==> config.mk <==
export PLATFORM = sky130hd
export DESIGN_NAME = mem_wb_stage_flat
export DESIGN_NICKNAME = d
export VERILOG_FILES = /design/src/rtl/mem_wb_stage_if.sv /design/src/rtl/mem_wb_stage.sv /design/src/flat_wrapper.sv
export SDC_FILE = /design/constraint.sdc
export NUM_CORES = 1
export LEC_CHECK = 0
export BUFFER_PORTS_ARGS = -buffer_cell sky130_fd_sc_hd__buf_2
export CORE_ASPECT_RATIO = 1.75
export CORE_UTILIZATION = 30
export DETAILED_ROUTE_END_ITERATION = 8
export SLEW_MARGIN = 20
export SYNTH_ARGS = -nofsm -noshare
export SYNTH_HDL_FRONTEND = slang
export SYNTH_SLANG_ARGS = --single-unit
==> constraint.sdc <==
create_clock -name clk -period 1.4 [get_ports clk]
set_input_delay 0.07 -clock clk [delete_from_list [all_inputs] [get_ports clk]]
set_output_delay 0.07 -clock clk [all_outputs]
set_load 0.05 [all_outputs]
==> src/rtl/mem_wb_stage_if.sv <==
// mem_wb_stage_if
//   Bus bundle between mem_wb_stage and its neighbours: the data-memory
//   req/ack channel and the register-file write-back valid/ready channel.
//   master : the stage side (drives mem_req/we/addr/wdata, wb_valid/idx/data)
//   slave  : memory + register-file side (drives mem_ack/rdata, wb_ready)
interface mem_wb_stage_if #(
   parameter int RAW = 3
);
   logic           mem_req;
   logic           mem_we;
   logic [7:0]     mem_addr;
   logic [7:0]     mem_wdata;
   logic           mem_ack;
   logic [7:0]     mem_rdata;
   logic           wb_valid;
   logic           wb_ready;
   logic [RAW-1:0] wb_idx;
   logic [7:0]     wb_data;

   modport master (
      output mem_req, mem_we, mem_addr, mem_wdata,
      input  mem_ack, mem_rdata,
      output wb_valid, wb_idx, wb_data,
      input  wb_ready
   );

   modport slave (
      input  mem_req, mem_we, mem_addr, mem_wdata,
      output mem_ack, mem_rdata,
      input  wb_valid, wb_idx, wb_data,
      output wb_ready
   );
endinterface

==> src/rtl/mem_wb_stage.sv <==
// mem_wb_stage
//   Stage downstream of the X9 ALU. Registers each ALU result, runs lb/sb
//   data-memory accesses over a variable-latency req/ack handshake, presents
//   register write-back with valid/ready and holds the shift/carry flag that
//   feeds the ALU sc_i input.
// Ports
//   clk, rst_n          clock, asynchronous active-low reset
//   in_valid/in_ready   ALU op handshake
//   alu_cmd, alu_rslt   opcode (0011=lb, 0100=sb) and result / memory address
//   alu_sc              ALU shift/carry out
//   st_data             store data for sb
//   rd_idx, wb_en_in    destination register and its write enable
//   bus (master)        memory req/ack channel and write-back valid/ready channel
//   sc_flag             registered shift/carry flag
//   timeout_err         sticky memory timeout (MEM_TIMEOUT_EN only)
// Configuration
//   MEM_TIMEOUT_EN      when defined, a MEM access without mem_ack for
//                       TIMEOUT_CYC cycles is aborted and timeout_err is set.
module mem_wb_stage #(
   parameter int RAW         = 3,
   parameter int TIMEOUT_CYC = 15
) (
   input  logic           clk,
   input  logic           rst_n,
   input  logic           in_valid,
   output logic           in_ready,
   input  logic [3:0]     alu_cmd,
   input  logic [7:0]     alu_rslt,
   input  logic           alu_sc,
   input  logic [7:0]     st_data,
   input  logic [RAW-1:0] rd_idx,
   input  logic           wb_en_in,
   mem_wb_stage_if.master bus,
   output logic           sc_flag
`ifdef MEM_TIMEOUT_EN
   ,
   output logic           timeout_err
`endif
);

   localparam logic [3:0] CMD_ADD  = 4'b0000;
   localparam logic [3:0] CMD_SUB  = 4'b0001;
   localparam logic [3:0] CMD_ADDI = 4'b0010;
   localparam logic [3:0] CMD_LB   = 4'b0011;
   localparam logic [3:0] CMD_SB   = 4'b0100;
   localparam logic [3:0] CMD_SLL  = 4'b1011;
   localparam logic [3:0] CMD_SLR  = 4'b1100;

   typedef enum logic [1:0] {
      IDLE = 2'd0,
      MEM  = 2'd1,
      WB   = 2'd2
   } state_t;

   state_t         state, state_nxt;

   logic [7:0]     addr_q;
   logic [7:0]     wdata_q;
   logic           we_q;
   logic [RAW-1:0] idx_q;
   logic [7:0]     data_q;

   logic accept;
   logic is_mem;
   logic sc_upd;
   logic abort;

   assign in_ready = (state == IDLE) && rst_n;
   assign accept   = in_valid && in_ready;
   assign is_mem   = (alu_cmd == CMD_LB) || (alu_cmd == CMD_SB);
   assign sc_upd   = (alu_cmd == CMD_ADD) || (alu_cmd == CMD_SUB) ||
                     (alu_cmd == CMD_ADDI) || (alu_cmd == CMD_SLL) ||
                     (alu_cmd == CMD_SLR);

`ifdef MEM_TIMEOUT_EN
   localparam int CW = $clog2(TIMEOUT_CYC + 1);
   logic [CW-1:0] tmo_cnt;

   // Counter sits at zero outside MEM, so it is clear on every MEM entry.
   // A cycle with mem_ack always wins over the abort.
   assign abort = (state == MEM) && !bus.mem_ack &&
                  (tmo_cnt == CW'(TIMEOUT_CYC - 1));

   always_ff @(posedge clk or negedge rst_n) begin
      if (!rst_n) begin
         tmo_cnt     <= '0;
         timeout_err <= 1'b0;
      end else begin
         if (state == MEM)
            tmo_cnt <= tmo_cnt + 1'b1;
         else
            tmo_cnt <= '0;
         if (abort)
            timeout_err <= 1'b1;
      end
   end
`else
   assign abort = 1'b0;
`endif

   always_ff @(posedge clk or negedge rst_n) begin
      if (!rst_n)
         state <= IDLE;
      else
         state <= state_nxt;
   end

   always_comb begin
      state_nxt = state;
      case (state)
         IDLE: begin
            if (accept) begin
               if (is_mem)
                  state_nxt = MEM;
               else if (wb_en_in)
                  state_nxt = WB;
            end
         end
         MEM: begin
            if (bus.mem_ack || abort)
               state_nxt = we_q ? IDLE : WB;
         end
         WB: begin
            if (bus.wb_ready)
               state_nxt = IDLE;
         end
         default: state_nxt = IDLE;
      endcase
   end

   always_ff @(posedge clk or negedge rst_n) begin
      if (!rst_n) begin
         addr_q  <= '0;
         wdata_q <= '0;
         we_q    <= 1'b0;
         idx_q   <= '0;
         data_q  <= '0;
         sc_flag <= 1'b0;
      end else begin
         if (accept) begin
            addr_q  <= alu_rslt;
            wdata_q <= st_data;
            we_q    <= (alu_cmd == CMD_SB);
            idx_q   <= rd_idx;
            if (!is_mem)
               data_q <= alu_rslt;
            if (sc_upd)
               sc_flag <= alu_sc;
         end
         if ((state == MEM) && !we_q) begin
            if (bus.mem_ack)
               data_q <= bus.mem_rdata;
            else if (abort)
               data_q <= '0;
         end
      end
   end

   assign bus.mem_req   = (state == MEM);
   assign bus.mem_we    = we_q;
   assign bus.mem_addr  = addr_q;
   assign bus.mem_wdata = wdata_q;
   assign bus.wb_valid  = (state == WB);
   assign bus.wb_idx    = idx_q;
   assign bus.wb_data   = data_q;

endmodule

==> src/flat_wrapper.sv <==
// flat-port wrapper written by rule: the top's interface ports become plain ports
module mem_wb_stage_flat 
#(
   parameter int RAW         = 3,
   parameter int TIMEOUT_CYC = 15
)
  (clk, rst_n, in_valid, in_ready, alu_cmd, alu_rslt, alu_sc, st_data, rd_idx, wb_en_in, sc_flag, bus_mem_req, bus_mem_we, bus_mem_addr, bus_mem_wdata, bus_mem_ack, bus_mem_rdata, bus_wb_valid, bus_wb_idx, bus_wb_data, bus_wb_ready);
  mem_wb_stage_if #(.RAW(RAW)) bus_i ();
  input  logic clk;
  input  logic rst_n;
  input  logic in_valid;
  output logic in_ready;
  input  logic [3:0] alu_cmd;
  input  logic [7:0] alu_rslt;
  input  logic alu_sc;
  input  logic [7:0] st_data;
  input  logic [RAW-1:0] rd_idx;
  input  logic wb_en_in;
  output logic sc_flag;
  output wire logic [$bits(bus_i.mem_req)-1:0] bus_mem_req;
  output wire logic [$bits(bus_i.mem_we)-1:0] bus_mem_we;
  output wire logic [$bits(bus_i.mem_addr)-1:0] bus_mem_addr;
  output wire logic [$bits(bus_i.mem_wdata)-1:0] bus_mem_wdata;
  input wire logic [$bits(bus_i.mem_ack)-1:0] bus_mem_ack;
  input wire logic [$bits(bus_i.mem_rdata)-1:0] bus_mem_rdata;
  output wire logic [$bits(bus_i.wb_valid)-1:0] bus_wb_valid;
  output wire logic [$bits(bus_i.wb_idx)-1:0] bus_wb_idx;
  output wire logic [$bits(bus_i.wb_data)-1:0] bus_wb_data;
  input wire logic [$bits(bus_i.wb_ready)-1:0] bus_wb_ready;
  assign bus_mem_req = bus_i.mem_req;
  assign bus_mem_we = bus_i.mem_we;
  assign bus_mem_addr = bus_i.mem_addr;
  assign bus_mem_wdata = bus_i.mem_wdata;
  assign bus_i.mem_ack = bus_mem_ack;
  assign bus_i.mem_rdata = bus_mem_rdata;
  assign bus_wb_valid = bus_i.wb_valid;
  assign bus_wb_idx = bus_i.wb_idx;
  assign bus_wb_data = bus_i.wb_data;
  assign bus_i.wb_ready = bus_wb_ready;
  mem_wb_stage #(.RAW(RAW), .TIMEOUT_CYC(TIMEOUT_CYC)) u_core (.clk(clk), .rst_n(rst_n), .in_valid(in_valid), .in_ready(in_ready), .alu_cmd(alu_cmd), .alu_rslt(alu_rslt), .alu_sc(alu_sc), .st_data(st_data), .rd_idx(rd_idx), .wb_en_in(wb_en_in), .bus(bus_i), .sc_flag(sc_flag));
endmodule
==> results of run 1 <==
-- routing by layer --
layer | track usage | vias up | wire [um]
li1 | - | 506 | -
met1 | 0.124 | 505 | 980
met2 | 0.252 | 51 | 1580
met3 | 0.0423 | 5 | 231
met4 | 0.0592 | 0 | 62
met5 | 0 | - | 0
-- cell usage after synthesis --
cell type,n,area [sq um]
o311ai_0,1,8.76
a21oi_1,9,45.0
nor4b_2,1,15.0
inv_1,2,7.51
nor3b_1,1,7.51
and4bb_2,1,12.5
dfrtp_1,31,776
nor3b_2,1,12.5
and4bb_4,1,16.3
mux2_2,21,236
xor2_1,1,8.76
buf_6,1,11.3
buf_2,3,15.0
nor2_1,9,33.8
mux2i_1,8,80.1
nand2_1,2,7.51
nand3b_1,1,7.51
nand3_1,1,5.00
o21ai_0,3,15.0
-- area by class of cell --
| cell class | instances | area, sq um | area share |
|---|---|---|---|
| repair buffers | 76 | 414 | 0.218 |
| clock buffers | 6 | 82.6 | 0.0435 |
| flip-flops and latches | 31 | 776 | 0.408 |
| multi-input cells | 61 | 519 | 0.273 |
| well taps | 49 | 61.3 | 0.0323 |
| clock inverters | 2 | 35.0 | 0.0184 |
| inverters | 2 | 11.3 | 0.00593 |
-- metrics by stage --
stage / setup WS (ps) / TNS, ps / hold slack [ps] / cell area [sq um] / instances
2_1_floorplan: -67.8 / -1080 / -226 / 1340 / 98
3_3_place_gp: -46.4 / -238 / 131 / 1780 / 219
3_5_place_dp: -101 / -741 / 141 / 1780 / 219
4_1_cts: -87.3 / -647 / -166 / 1900 / 227
5_1_grt: -166 / -1670 / -144 / 1900 / 227
6_report: -79.8 / -592 / -170 / 1900 / 227
-- worst max-delay path: stages, from the launching register on --
cell and delay (ps):
dfrtp_1 380, and4bb_4 330, nor3b_2 180, buf_6 190
mux2i_1 200, a21oi_1 80
-- logic make-up (layout without fill, tap and decap cells) --
family | count (synthesis) | after routing | share of synthesized area
AOI/OAI and AO/OA | 13 | 13 | 0.0521
xor gates and xnor gates | 1 | 1 | 0.00663
buffers and inverters | 6 | 86 | 0.0256
DFF | 31 | 31 | 0.587
muxes | 29 | 29 | 0.240
and+or+nand+nor | 18 | 18 | 0.0890
-- worst paths after layout --
path / cells past startpoint / to
max: 5 / u_core.bus.wb_data[5]
min: 2 / u_core.state[1]
max reg2reg: 5 / u_core.bus.wb_data[5]
min reg2reg: 1 / u_core.bus.mem_addr[6]
max in group asynchronous: 2 / u_core.bus.wb_idx[0]
min in group clk: 2 / u_core.state[0]
-- power breakdown --
part / switching [W] / internal, W / total, W
combinational: 0.00104 / 0.000387 / 0.00142
clock: 0.000314 / 0.000575 / 0.000889
sequential: 0.000103 / 0.00111 / 0.00121
total: 0.00145 / 0.00207 / 0.00353
-- flip-flops by register name, indices dropped and copies added, names as in the netlist --
register,cells
u_core.bus.mem_wdata,8
u_core.sc_flag,1
u_core.bus.wb_idx,3
u_core.state,2
u_core.bus.mem_addr,8
u_core.bus.mem_we,1
u_core.bus.wb_data,8
-- timing repair --
item                       4_1_cts  5_1_grt
setup endpoints to repair       12       25
hold endpoints to repair        31       31
resized for setup                1        0
==> impl_metrics.csv, run 1 <==
group,metric,value,unit
logic_synthesis,avgSynthCellArea,13.5,sq um
place,place_congestion,0.762,
logic_synthesis,syn_inst,98,
timing,final.period_utilization,1.06,
floorplanning,row_count,31,
worst_hold_path,hold_path.class,"in -> async",
global_routing,first_global_vias,1108,
drt,antenna_left,0,
floorplanning,ios,70,
layout,diodes,0,
global_routing,grt_pass1_wl,4700,um
timing,finalSetupViolCount,8,
layout,drive_gt1_frac,0.635,
timing,rsz0062_at_grt,"yes",
timing,period_needed,1480,ps
clock_tree,post-cts-setup-buffer-count,0,
drt,route.detailed.wl_per_inst,12.6,um
power_and_ir_drop,vdd_drop_max,1190,uV
worst_setup_path,endpoint_kind,"register",
clock_tree,clk_path_buf_depth,2,
floorplanning,initial_core_util,0.315,
drt,drt-total-wl,2860,um
timing,slew_violations,0,
drt,dr.pass1.iters,4,
place,port_buffers,69,
run_status,violations,"negative hold slack, negative setup slack",
power_and_ir_drop,p_leak,0.929,nW
run_status,status,"finished with violations",
worst_setup_path,reg2reg_from,"u_core.state[0]",
floorplanning,die_h,89.8,um
layout,final_common_cell,"buf_2",
clock_tree,clock_sinks,31,
logic_synthesis,syn-cell-area,1320,sq um
layout,fill_cells,408,
clock_tree,clock_latency,270,ps
worst_setup_path,worstPathArrival,1640,ps
timing,finalClockSkew,6.71,ps
logic_synthesis,synth_nets,136,
place,hpwl,2300,um
clock_tree,cts_tree,"yes",
timing,max-slew-margin-rel,0.744,
worst_setup_path,path_class,"reg -> reg",
layout,finalNetCount,215,
layout,syn_to_final_growth,43.7,%
run,cap_violations,0,
worst_setup_path,crit_start,"u_core.state[0]",
power_and_ir_drop,total_power,0.00353,W
layout,final_cell_mix,"buf_2, dfrtp_1, mux2_2",
drt,drtIter0Drc,25,
floorplanning,die_area,4680,sq um
clock_tree,clk_pin_slew,60,ps
timing,fmax,0.676,GHz
clock_tree,h-tree-depth,2,
drt,drc_errors,0,
worst_setup_path,required,1560,ps
floorplanning,core_region_area,4190,sq um
power_and_ir_drop,power-per-cell-area,1860,nW/um^2
logic_synthesis,synth.ff_latch_count,31,
global_routing,antenna_found_initial,0,
timing,hold_viol,31,
drt,routed_via_density,4.70,
timing,tightest_slew,384,ps
logic_synthesis,ys_seq_area_frac,0.587,
global_routing,grt.total_usage,0.135,
timing,hold_slack,-170,ps
drt,vias,1067,
logic_synthesis,synth_cell_types,19,
worst_setup_path,r2r_slack,-80,ps
clock_tree,cts-root-buf,"clkbuf_8",
logic_synthesis,yosys_warnings,0,
worst_setup_path,cp_max_fo,9,
global_routing,grt.overflow.total,0,
timing,setup_ws,-79.8,ps
global_routing,grt_max_degree,33,
floorplanning,die_w,52.2,um
layout,final_core_util,0.453,
clock_tree,cts_buffers,5,
worst_setup_path,crit_path_start_kind,"register",
Note: power is estimated with default switching activity, not from simulation.
==> run 2: changes to the inputs <==
--- a/config.mk
+++ b/config.mk
@@ -5,7 +5,7 @@
 export SDC_FILE = /design/constraint.sdc
 export NUM_CORES = 1
 export LEC_CHECK = 0
-export BUFFER_PORTS_ARGS = -buffer_cell sky130_fd_sc_hd__buf_2
+export BUFFER_PORTS_ARGS = -buffer_cell sky130_fd_sc_hd__buf_4
 export CORE_ASPECT_RATIO = 1.75
 export CORE_UTILIZATION = 30
 export DETAILED_ROUTE_END_ITERATION = 8
==> impl_metrics.csv, run 2 (synthesis gave the netlist of run 1 again) <==
group,metric,value,unit
run_status,status,"finished with violations",
run_status,violations,"negative hold slack, negative setup slack",
global_routing,grt_most_used_layer,"met2",
power_and_ir_drop,power.share.clock,0.189,
worst_setup_path,worstPathCellList,"and4bb_4, nor3b_4, buf_6, mux2i_1, a21oi_1",
layout,final_common_cell,"buf_4",
power_and_ir_drop,power-per-cell-area,1680,nW/um^2
power_and_ir_drop,swShare,0.424,
clock_tree,clock_latency,280,ps
global_routing,grt_use_met3,0.0508,
timing,finalSetupViolCount,21,
global_routing,grt.total_usage,0.146,
worst_setup_path,crit_path_top_delay_cell,"dfrtp_1",
layout,finalNetCount,218,
clock_tree,clock_sinks,31,
power_and_ir_drop,vdd_drop_max,912,uV
floorplanning,core_region_area,4190,sq um
worst_setup_path,required,1570,ps
layout,final_cell_mix,"buf_4, dfrtp_1, mux2_2",
clock_tree,cts-root-buf,"clkbuf_8",
power_and_ir_drop,p_switching,0.00148,W
power_and_ir_drop,seq_power_share,0.351,
drt,drc_errors,0,
timing,slew_violations,0,
drt,route.detailed.wl_per_inst,13.8,um
power_and_ir_drop,combPwrFrac,0.460,
layout,syn_to_final_growth,57.6,%
floorplanning,die_area,4680,sq um
timing,fmax,0.657,GHz
clock_tree,h-tree-depth,2,
timing,period_needed,1520,ps
worst_setup_path,path_class,"reg -> reg",
clock_tree,postCtsHoldBufs,1,
timing,setup_ws,-121,ps
drt,drt-total-wl,3180,um
global_routing,grt_use_met2,0.270,
timing,finalClockSkew,9.29,ps
worst_setup_path,crit_path_start_kind,"register",
floorplanning,row_count,31,
global_routing,use_met1,0.132,
floorplanning,die_w,52.2,um
timing,max-slew-margin-rel,0.688,
drt,antenna_left,0,
global_routing,grt_max_degree,33,
layout,fin_area,2080,sq um
place,place_congestion,0.738,
worst_setup_path,path_delay_family,"simple AND/OR/NAND/NOR gates",
worst_setup_path,endpoint_kind,"register",
timing,hold_slack,-180,ps
power_and_ir_drop,p_leak,0.990,nW
clock_tree,clk_pin_slew,70,ps
place,placed_cell_area,1950,sq um
global_routing,antenna_found_initial,0,
worst_setup_path,worstPathArrival,1690,ps
drt,routed_via_density,4.66,
clock_tree,cts_tree,"yes",
global_routing,grt_pass1_wl,4970,um
timing,final.period_utilization,1.09,
floorplanning,die_h,89.8,um
drt,dr.pass1.iters,3,
place,port_buffers,69,
worst_setup_path,max_stage_delay,380,ps
worst_hold_path,hold_path.class,"in -> async",
power_and_ir_drop,p_int,0.00201,W
run,cap_violations,0,
worst_setup_path,worst-path-buf-inv,1,
worst_setup_path,cp_max_fo,5,
drt,vias,1072,
clock_tree,clk_path_buf_depth,2,
global_routing,first_global_vias,1121,
timing,rsz0062_at_grt,"yes",
clock_tree,cts_buffers,5,
drt,drtIter0Drc,9,
layout,drive_gt1_frac,0.635,
timing,hold_viol,31,
global_routing,grt.overflow.total,0,
timing,tightest_slew,467,ps
layout,diodes,0,
place,hpwl,2500,um
floorplanning,ios,70,
floorplanning,initial_core_util,0.315,
==> run 2: cell types whose count changed in the layout (fill, tap and decap cells not counted), sizes merged <==
cell and delta:
bufinv -1, clkbuf -1, clkinv +2, buf +2, dlygate4sd3 +1
==> run 2: per-stage QoR <==
step           setup WS [ps]  setup TNS [ps]  utilization  std cells  power (W)
2_1_floorplan          -67.8           -1080            -         98    0.00229
3_3_place_gp           -44.7            -242        0.466        219    0.00281
3_5_place_dp            -120            -741        0.466        219    0.00285
4_1_cts                 -109            -777        0.489        228    0.00353
5_1_grt                 -181           -1990        0.497        230    0.00367
6_report                -121           -1030        0.497        230    0.00349
==> run 2: area by class of cell <==
class / instances / area [sq um]
repair buffers: 79 / 619
clock inverters: 3 / 15.0
flip-flops and latches: 31 / 776
multi-input cells: 61 / 531
well taps: 49 / 61.3
clock buffers: 5 / 68.8
inverters: 2 / 11.3
fillers: 400 / 2110
==> run 2: power by group through the flow <==
stage | registers, W | clock network [W] | logic, W
2_1_floorplan | 0.00199 | 0 | 0.000297
3_3_place_gp | 0.00124 | 0 | 0.00157
3_5_place_dp | 0.00125 | 0 | 0.00160
4_1_cts | 0.00123 | 0.000693 | 0.00160
5_1_grt | 0.00126 | 0.000730 | 0.00168
6_report | 0.00123 | 0.000660 | 0.00161
==> run 2: worst reg2reg max path: cells and delay by family (launching register included) <==
family          cells  cell delay (ps)
simple gates        2              580
compound gates      1               80
buf+inv             1              170
mux                 1              210
flops               1              380
==> run 2: path summary, 6_finish.rpt <==
path	from	end	slack (ps)	cells after the start
setup / recovery	u_core.state[1]	u_core.bus.wb_data[1]	-120	5
max in group asynchronous	rst_n	u_core.bus.mem_wdata[2]	1290	2
setup reg to reg	u_core.state[1]	u_core.bus.wb_data[1]	-120	5
hold reg to reg	u_core.bus.mem_wdata[6]	u_core.bus.mem_wdata[6]	510	1
hold / removal	rst_n	u_core.bus.mem_addr[6]	-180	2
min in group clk	wb_en_in	u_core.state[1]	10	3
==> run 2: layer usage <==
layer	wire, um	part of all wire
met5	0	0
met2	1830	0.58
met1	1050	0.33
met3	246	0.077
met4	59	0.019
==> run 2: timing repair <==
item,4_1_cts,5_1_grt
endpoints found under the setup margin,20,22
pin swaps,0,4
buffers inserted,0,1
endpoints found under the hold margin,32,31
resized for setup,1,5
cloned,0,1
